[src/rtl/intr_ctrl_pkg.sv]
// Shared constants for the interrupt controller: register byte offsets,
// FSM state encoding and default parameter values.
package intr_ctrl_pkg;

  localparam int          NSRC_DEF      = 8;
  localparam logic [31:0] BASE_ADDR_DEF = 32'hFFFF_FF00;

  // Byte offsets inside the 32-byte window; only Daddr[4:2] is decoded.
  localparam logic [4:0] OFF_PEND = 5'h00;
  localparam logic [4:0] OFF_MASK = 5'h04;
  localparam logic [4:0] OFF_EDGE = 5'h08;
  localparam logic [4:0] OFF_STAT = 5'h0C;
  localparam logic [4:0] OFF_EOI  = 5'h10;

  localparam logic [1:0] ST_IDLE = 2'd0;
  localparam logic [1:0] ST_REQ  = 2'd1;
  localparam logic [1:0] ST_SERV = 2'd2;

endpackage

[src/rtl/intr_ctrl_if.sv]
// CPU-facing signals of the interrupt controller: data-bus slave port plus
// the Intr/Inta/Ivec handshake.
interface intr_ctrl_if;
  logic [31:0] Daddr;
  logic [31:0] Dwrite;
  logic        Wmem;
  logic        Dsel;
  logic [31:0] Dread;
  logic        Intr;
  logic        Inta;
  logic [4:0]  Ivec;

  modport master (
    output Daddr, Dwrite, Wmem, Inta,
    input  Dsel, Dread, Intr, Ivec
  );

  modport slave (
    input  Daddr, Dwrite, Wmem, Inta,
    output Dsel, Dread, Intr, Ivec
  );
endinterface

[src/rtl/intr_prio_enc.sv]
// Fixed-priority encoder: reports whether any request is set and the
// lowest set index (index 0 has the highest priority).
module intr_prio_enc #(
  parameter int NSRC = 8
) (
  input  logic [NSRC-1:0] req_i,
  output logic            any_o,
  output logic [4:0]      id_o
);

  always_comb begin
    any_o = |req_i;
    id_o  = '0;
    // Scan downwards so the lowest set index is the last one written.
    for (int i = NSRC - 1; i >= 0; i--) begin
      if (req_i[i]) id_o = 5'(i);
    end
  end

endmodule

[src/rtl/intr_ctrl.sv]
// Memory-mapped interrupt controller: synchronises peripheral requests,
// masks and prioritises them, and runs the Intr/Inta/EOI handshake.
module intr_ctrl
  import intr_ctrl_pkg::*;
#(
  parameter int          NSRC      = NSRC_DEF,
  parameter logic [31:0] BASE_ADDR = BASE_ADDR_DEF
) (
  input  logic            Clk,
  input  logic            Clr,
  input  logic [NSRC-1:0] Irq,
  intr_ctrl_if.slave      bus
);

  function automatic logic [31:0] zext(input logic [NSRC-1:0] v);
    zext           = '0;
    zext[NSRC-1:0] = v;
  endfunction

  function automatic logic [NSRC-1:0] onehot(input logic [4:0] id);
    for (int i = 0; i < NSRC; i++) onehot[i] = (5'(i) == id);
  endfunction

  logic [NSRC-1:0] s1_q, s2_q, s3_q;
  logic [NSRC-1:0] pend_q, pend_d;
  logic [NSRC-1:0] mask_q, edge_q;
  logic [1:0]      state_q, state_d;
  logic            intr_q;
  logic [4:0]      ivec_q, ivec_d;

  logic [NSRC-1:0] pend, act, rise, w1c, inta_clr;
  logic            any;
  logic [4:0]      win;
  logic            wr;
  logic [4:0]      off;
  logic [31:0]     rdata;
  logic [33:0]     unused_bus;

  assign unused_bus = {bus.Daddr[1:0], bus.Dwrite};

  assign bus.Dsel = (bus.Daddr[31:5] == BASE_ADDR[31:5]);
  assign off      = {bus.Daddr[4:2], 2'b00};
  assign wr       = bus.Wmem & bus.Dsel;
  assign w1c      = (wr && off == OFF_PEND) ? bus.Dwrite[NSRC-1:0] : '0;

  // Level sources are seen straight from the synchroniser; only edge bits are stored.
  assign rise = s2_q & ~s3_q;
  assign pend = (pend_q & edge_q) | (s2_q & ~edge_q);
  assign act  = pend & mask_q;

  intr_prio_enc #(.NSRC(NSRC)) u_prio (
    .req_i (act),
    .any_o (any),
    .id_o  (win)
  );

  always_comb begin
    state_d  = state_q;
    ivec_d   = ivec_q;
    inta_clr = '0;
    case (state_q)
      ST_IDLE: if (any) state_d = ST_REQ;
      ST_REQ: begin
        if (bus.Inta && any) begin
          state_d  = ST_SERV;
          ivec_d   = win;
          inta_clr = onehot(win);
        end else if (!any) begin
          state_d = ST_IDLE;
        end
      end
      ST_SERV: if (wr && off == OFF_EOI) state_d = ST_IDLE;
      default: state_d = ST_IDLE;
    endcase
  end

  // A new edge beats a same-cycle clear, whether from W1C or from Inta.
  assign pend_d = ((pend_q & ~w1c & ~inta_clr) | rise) & edge_q;

  always_ff @(posedge Clk or posedge Clr) begin
    if (Clr) begin
      s1_q    <= '0;
      s2_q    <= '0;
      s3_q    <= '0;
      pend_q  <= '0;
      mask_q  <= '0;
      edge_q  <= '0;
      state_q <= ST_IDLE;
      intr_q  <= 1'b0;
      ivec_q  <= '0;
    end else begin
      s1_q    <= Irq;
      s2_q    <= s1_q;
      s3_q    <= s2_q;
      pend_q  <= pend_d;
      if (wr && off == OFF_MASK) mask_q <= bus.Dwrite[NSRC-1:0];
      if (wr && off == OFF_EDGE) edge_q <= bus.Dwrite[NSRC-1:0];
      state_q <= state_d;
      intr_q  <= (state_d == ST_REQ);
      ivec_q  <= ivec_d;
    end
  end

  always_comb begin
    rdata = '0;
    if (bus.Dsel) begin
      case (off)
        OFF_PEND: rdata = zext(pend);
        OFF_MASK: rdata = zext(mask_q);
        OFF_EDGE: rdata = zext(edge_q);
        OFF_STAT: rdata = {26'b0, (state_q == ST_SERV), ivec_q};
        default:  rdata = '0;
      endcase
    end
  end

  assign bus.Dread = rdata;
  assign bus.Intr  = intr_q;
  assign bus.Ivec  = ivec_q;

endmodule

[src/flat_wrapper.sv]
// flat-port wrapper written by rule: the top's interface ports become plain ports
module intr_ctrl_flat import intr_ctrl_pkg::*;
#(
  parameter int          NSRC      = NSRC_DEF,
  parameter logic [31:0] BASE_ADDR = BASE_ADDR_DEF
)
  (Clk, Clr, Irq, bus_Daddr, bus_Dwrite, bus_Wmem, bus_Inta, bus_Dsel, bus_Dread, bus_Intr, bus_Ivec);
  intr_ctrl_if bus_i ();
  input  logic Clk;
  input  logic Clr;
  input  logic [NSRC-1:0] Irq;
  input wire logic [$bits(bus_i.Daddr)-1:0] bus_Daddr;
  input wire logic [$bits(bus_i.Dwrite)-1:0] bus_Dwrite;
  input wire logic [$bits(bus_i.Wmem)-1:0] bus_Wmem;
  input wire logic [$bits(bus_i.Inta)-1:0] bus_Inta;
  output wire logic [$bits(bus_i.Dsel)-1:0] bus_Dsel;
  output wire logic [$bits(bus_i.Dread)-1:0] bus_Dread;
  output wire logic [$bits(bus_i.Intr)-1:0] bus_Intr;
  output wire logic [$bits(bus_i.Ivec)-1:0] bus_Ivec;
  assign bus_i.Daddr = bus_Daddr;
  assign bus_i.Dwrite = bus_Dwrite;
  assign bus_i.Wmem = bus_Wmem;
  assign bus_i.Inta = bus_Inta;
  assign bus_Dsel = bus_i.Dsel;
  assign bus_Dread = bus_i.Dread;
  assign bus_Intr = bus_i.Intr;
  assign bus_Ivec = bus_i.Ivec;
  intr_ctrl #(.NSRC(NSRC), .BASE_ADDR(BASE_ADDR)) u_core (.Clk(Clk), .Clr(Clr), .Irq(Irq), .bus(bus_i));
endmodule
[config.mk]
export PLATFORM = sky130hd
export DESIGN_NAME = intr_ctrl_flat
export DESIGN_NICKNAME = d
export VERILOG_FILES = /design/src/rtl/intr_ctrl_pkg.sv /design/src/rtl/intr_ctrl_if.sv /design/src/rtl/intr_prio_enc.sv /design/src/rtl/intr_ctrl.sv /design/src/flat_wrapper.sv
export SDC_FILE = /design/constraint.sdc
export NUM_CORES = 1
export LEC_CHECK = 0
export ABC_CLOCK_PERIOD_IN_PS = 4150
export CORE_ASPECT_RATIO = 0.8
export CORE_MARGIN = 2
export CORE_UTILIZATION = 35
export CTS_BUF_LIST = sky130_fd_sc_hd__clkbuf_16
export CTS_CLUSTER_DIAMETER = 30
export DETAILED_ROUTE_END_ITERATION = 7
export PLACE_DENSITY = 0.74
export SETUP_SLACK_MARGIN = 0.15
export SYNTH_ARGS = -nofsm -noshare
export SYNTH_HDL_FRONTEND = slang
export SYNTH_SLANG_ARGS = --single-unit
[constraint.sdc]
create_clock -name Clk -period 4.15 [get_ports Clk]
set_clock_uncertainty 0.2 [all_clocks]
set_input_delay 0.415 -clock Clk [delete_from_list [all_inputs] [get_ports Clk]]
set_output_delay 0.415 -clock Clk [all_outputs]
set_load 0.005 [all_outputs]
After elaboration in Yosys (flattened, before gate mapping)
Index checks and enable logic that the tools add are counted.
{ "classes": {"n_bitwise": 14, "eq_ne": 15, "n_reduce_logical": 10, "muxes": 18} }
{ "ops": {"columns": ["op", "n"], "rows": [
  ["AND 8 bit", 7],
  ["2-to-1 mux 5 bit", 7],
  ["2-to-1 mux 32 bit", 1],
  ["NOT 8 bit", 4],
  ["case mux 8 bit (4 select lines)", 1],
  ["equality test 27 bit (second input constant)", 1],
  ["2-to-1 mux 8 bit", 3],
  ["equality test 3 x 5 -> 1 bit (first input constant)", 4],
  ["OR 8 bit", 2],
  ["equality test 2 x 5 -> 1 bit (first input constant)", 2],
  ["logical NOT 5 bit", 2],
  ["2-to-1 mux 2 bit", 4],
  ["OR reduction 8 bit", 1],
  ["equality test 3 x 2 -> 1 bit (second input constant)", 2],
  ["case mux 2 bit (3 select lines)", 1],
  ["equality test 1 x 5 -> 1 bit (first input constant)", 1],
  ["logical AND 1 bit", 5],
  ["equality test 2 x 1 -> 1 bit (second input constant)", 2],
  ["equality test 3 x 1 -> 1 bit (second input constant)", 1],
  ["equality test 3 bit (second input constant)", 1],
  ["2-to-1 mux 3 bit", 1],
  ["equality test 2 bit (second input constant)", 1],
  ["logical NOT 2 bit", 1],
  ["AND reduction 2 bit", 1],
  ["AND 1 bit", 1]
]} }
{ "word_totals": {"wordCells": 66, "output_inout_bits": 39, "reg_bits": 56} }

Logic depth before layout (Yosys ltp)
{ "logic_depth": {"ltp_word": 19, "ltp_mapped": 7} }

Hierarchy
A second synthesis with hierarchy kept.
{ "hier_totals": {"hier_cells": 256, "hier_area_um2": 2862.7} }
{ "by_module_without_submodules": {"columns": ["module", "n_inst", "seq_area_each_um2", "area_per_inst_um2", "cells_each"], "rows": [
  ["intr_ctrl", 1, 1401.3, 2762.6, 240],
  ["intr_prio_enc", 1, 0.0, 100.1, 16]
]} }

Least setup slack after synthesis
Ideal clock, no wire load.
{ "synth_path": {"kind": "in2out", "from": "input port bus_Daddr[5]", "to": "output port bus_Dread[0]", "slack_ns": 1.925, "cell_stages": 7, "arrival_time_ns": 1.610, "n_path_buf": 2, "path_cell_list": "nand4b_4 -> nor4_4 -> and2_1 -> buf_6 -> nand2b_1 -> clkbuf_1 -> nor2_1"} }
{ "synth_between": {"elab_chain_cells": 2} }
{ "synth_lines": {"columns": ["item", "line", "text"], "rows": [
  ["from (decl)", "flat_wrapper.sv:12", "input wire logic [$bits(bus_i.Daddr)-1:0] bus_Daddr;"],
  ["equality test 27 bit", "intr_ctrl.sv:41", "assign bus.Dsel = (bus.Daddr[31:5] == BASE_ADDR[31:5]);"],
  ["via bus_Dsel", "flat_wrapper.sv:16", "output wire logic [$bits(bus_i.Dsel)-1:0] bus_Dsel;"],
  ["2-to-1 mux 32 bit", "intr_ctrl.sv:106", "if (bus.Dsel) begin"],
  ["to (decl)", "flat_wrapper.sv:17", "output wire logic [$bits(bus_i.Dread)-1:0] bus_Dread;"]
]} }
The timed path passes the listed nets, and every way through them passes these cells.

Worst setup path in the final report
{ "layout_path": {"from": "input port bus_Daddr[3]", "to": "output port bus_Dread[4]"} }
{ "layout_between": {"elab_chain_cells": 3} }
{ "layout_lines": {"columns": ["item", "line", "text"], "rows": [
  ["equality test 3 x 2 -> 1 bit (tied with other cells)", "intr_ctrl.sv:107", "case (off)"],
  ["case mux 8 bit (4 select lines) *", "intr_ctrl.sv:107", null],
  ["2-to-1 mux 32 bit *", "intr_ctrl.sv:106", null]
]} }
Mark *: on every way between the ends. The rest lies on a longest branch, timed or not.

==> results.json <==
{
  "viasPerCell": 4.995,
  "route.detailed.drc": 0,
  "setup_tns_ps": 0,
  "synth.top_cell.area_share_pct": 47.62,
  "fillerInstances": 737,
  "htreeDepth": 2,
  "insertion_delay_ps": 300,
  "grt_first_pass_wirelength_um": 10860,
  "ys_top_cells_by_area": "dfrtp_1 48%, mux2_2 8.3%, buf_4 6.9%",
  "wl_per_cell_um": 15.50,
  "finalWirelength_um": 6620,
  "gr-total-overflow": 0,
  "dieArea_um2": 8848,
  "fin_crit_ps": 3354,
  "grt_use_total_pct": 15.70,
  "cts_resized": 0,
  "hold_viol_final": 0,
  "finalCritPeriodShare_pct": 80.83,
  "synth-edff-count": 0,
  "worstPathArrival_ps": 2740,
  "cts_buffer_depth": 2,
  "required_ps": 3530,
  "hold_path_class": "in -> async",
  "fin_nets": 395,
  "maxSlewViolCount": 0,
  "maxSlewHeadroom_pct": 46.69,
  "cts_tree": "yes",
  "port_buffers": 62,
  "yosysMostFrequentCell": "dfrtp_1",
  "setup_viol": 0,
  "synth_area_um2": 2838,
  "ys_types": 49,
  "grt_pass1_vias": 2090,
  "drtIter0Drc": 179,
  "worst-path-max-fanout": 9,
  "ir_drop_mv": 0.1951,
  "core_um2": 7910,
  "timing.fmax_ghz": 0.2981,
  "avgSynthCellArea_um2": 11.26,
  "diodes": 0,
  "ys_ff_latch": 54,
  "crit_type": "in -> out",
  "synthArstFlopShare_pct": 100.0,
  "gp_congestion": 0.8816,
  "outcome": "finished clean",
  "max_cap_violations": 0,
  "yosysTopAreaCell": "dfrtp_1",
  "antenna_found_initial": 0,
  "cts_setup_buffers": 0,
  "num_rows": 29,
  "powerDensity_nw_per_um2": 286.2,
  "die_h_um": 84.54,
  "root_buffer": "clkbuf_16",
  "syn2layout_area_growth_pct": 28.00,
  "grt_setup_unrepaired": "no",
  "power_mw": 1.039,
  "grt_max_degree": 53,
  "numCtsBuffers": 5,
  "ys.flop_type": "dfrtp_1",
  "final_antenna_net_count": 0,
  "synthTopCellsByCount": "54 x dfrtp_1, 26 x buf_4, 21 x mux2_2",
  "endpoint_kind": "output pin",
  "clk_pin_slew_ps": 60,
  "cts.sinks": 54,
  "start_util_pct": 35.87,
  "tightest_slew_ps": 796.2,
  "ys_seq_area_share_pct": 47.62,
  "die_w_um": 104.7,
  "yosys_warnings": 0,
  "drive_gt1_share_pct": 14.42,
  "dp_hpwl_um": 4837,
  "io-pin-count": 115,
  "power_leakage_nw": 1.594,
  "num_vias": 2133,
  "worst_setup_path_start_kind": "primary input",
  "netlist_instances": 252,
  "cts-hold-fix-buffers": 0,
  "first_pass_iters": 4
}
-- critical path: stages --
cell and delay (ps):
clkdlybuf4s50_1 700, nor3b_2 730, a21o_1 150, a222oi_1 60
nor2_1 150, clkdlybuf4s50_1 530
-- metal layers --
metal / wire (um) / GRT usage [%] / part of all wire, %
met1: 3045 / 22.09 / 46
met2: 2863 / 23.23 / 43
met3: 616 / 4.736 / 9.3
met4: 95 / 5.091 / 1.4
met5: 0 / 0 / 0
-- worst paths after layout --
| path | from | end | slack [ps] | depth (start not counted) |
|---|---|---|---|---|
| min reg2reg | u_core.s1_q[0] | u_core.s2_q[0] | 150 | 0 |
| max reg2reg | u_core.edge_q[6] | u_core.pend_q[7] | 1830 | 5 |
| min | Clr | u_core.s1_q[3] | 80 | 2 |
| max | bus_Daddr[3] | bus_Dread[4] | 800 | 6 |
| min in group Clk | u_core.s1_q[0] | u_core.s2_q[0] | 150 | 0 |
| max in group asynchronous | Clr | u_core.mask_q[0] | 2870 | 3 |
-- report_power, final --
part	leakage, nW	switching, mW	total (mW)	internal [mW]
clock	0.0694	0.178	0.396	0.218
combinational	0.831	0.0442	0.100	0.0559
sequential	0.694	0.00557	0.544	0.538
total	1.59	0.227	1.04	0.812
-- cell usage in the layout (no fill, tap or decap), types with 7 or more instances in the layout --
cell type,Yosys,final
a21o_1,8,8
a21oi_1,9,9
clkdlybuf4s50_1,0,62
conb_1,1,26
dfrtp_1,54,54
mux2_2,21,21
mux2i_1,7,7
nand2_1,12,12
nand3_1,8,8
nor2_1,15,15
nor2b_1,8,8
-- stage by stage --
step	hold WS, ps	cells	setup WS, ps	cell area, um2	util (%)
floorplan	131.2	277	1925	2932	-
global placement	132.8	420	827.2	3497	44.21
detailed placement	134.7	420	839.5	3497	44.21
CTS	77.43	427	818.9	3632	45.92
global route	90.62	427	689.1	3632	45.92
finish	82.92	427	795.8	3632	45.92
-- registers in the layout, summed over array words and instances, names as in the netlist --
signal,flops
u_core.edge_q,8
u_core.mask_q,8
u_core.pend_q,8
u_core.s1_q,8
u_core.s2_q,8
u_core.s3_q,8
u_core.bus.Ivec,3
u_core.state_q,2
u_core.bus.Intr,1
-- layout make-up --
class / count / area (um2) / area share, %
Sequential cell: 54 / 1351 / 37.20
Clock inverter: 2 / 10.01 / 0.2756
Tap cell: 108 / 135.1 / 3.720
Timing Repair Buffer: 67 / 658.1 / 18.12
Clock buffer: 5 / 125.1 / 3.445
Inverter: 6 / 22.52 / 0.6200
Multi-Input combinational cell: 185 / 1330 / 36.62
-- cell families after synthesis --
| group | share of synthesized area, % |
|---|---|
| AOI/OAI and AO/OA | 13.23 |
| buffers and inverters | 8.818 |
| other | 0.1321 |
| and+or+nand+nor | 18.34 |
| muxes | 11.86 |
| DFF | 47.62 |
No activity file was read; power rests on OpenSTA's default activity.
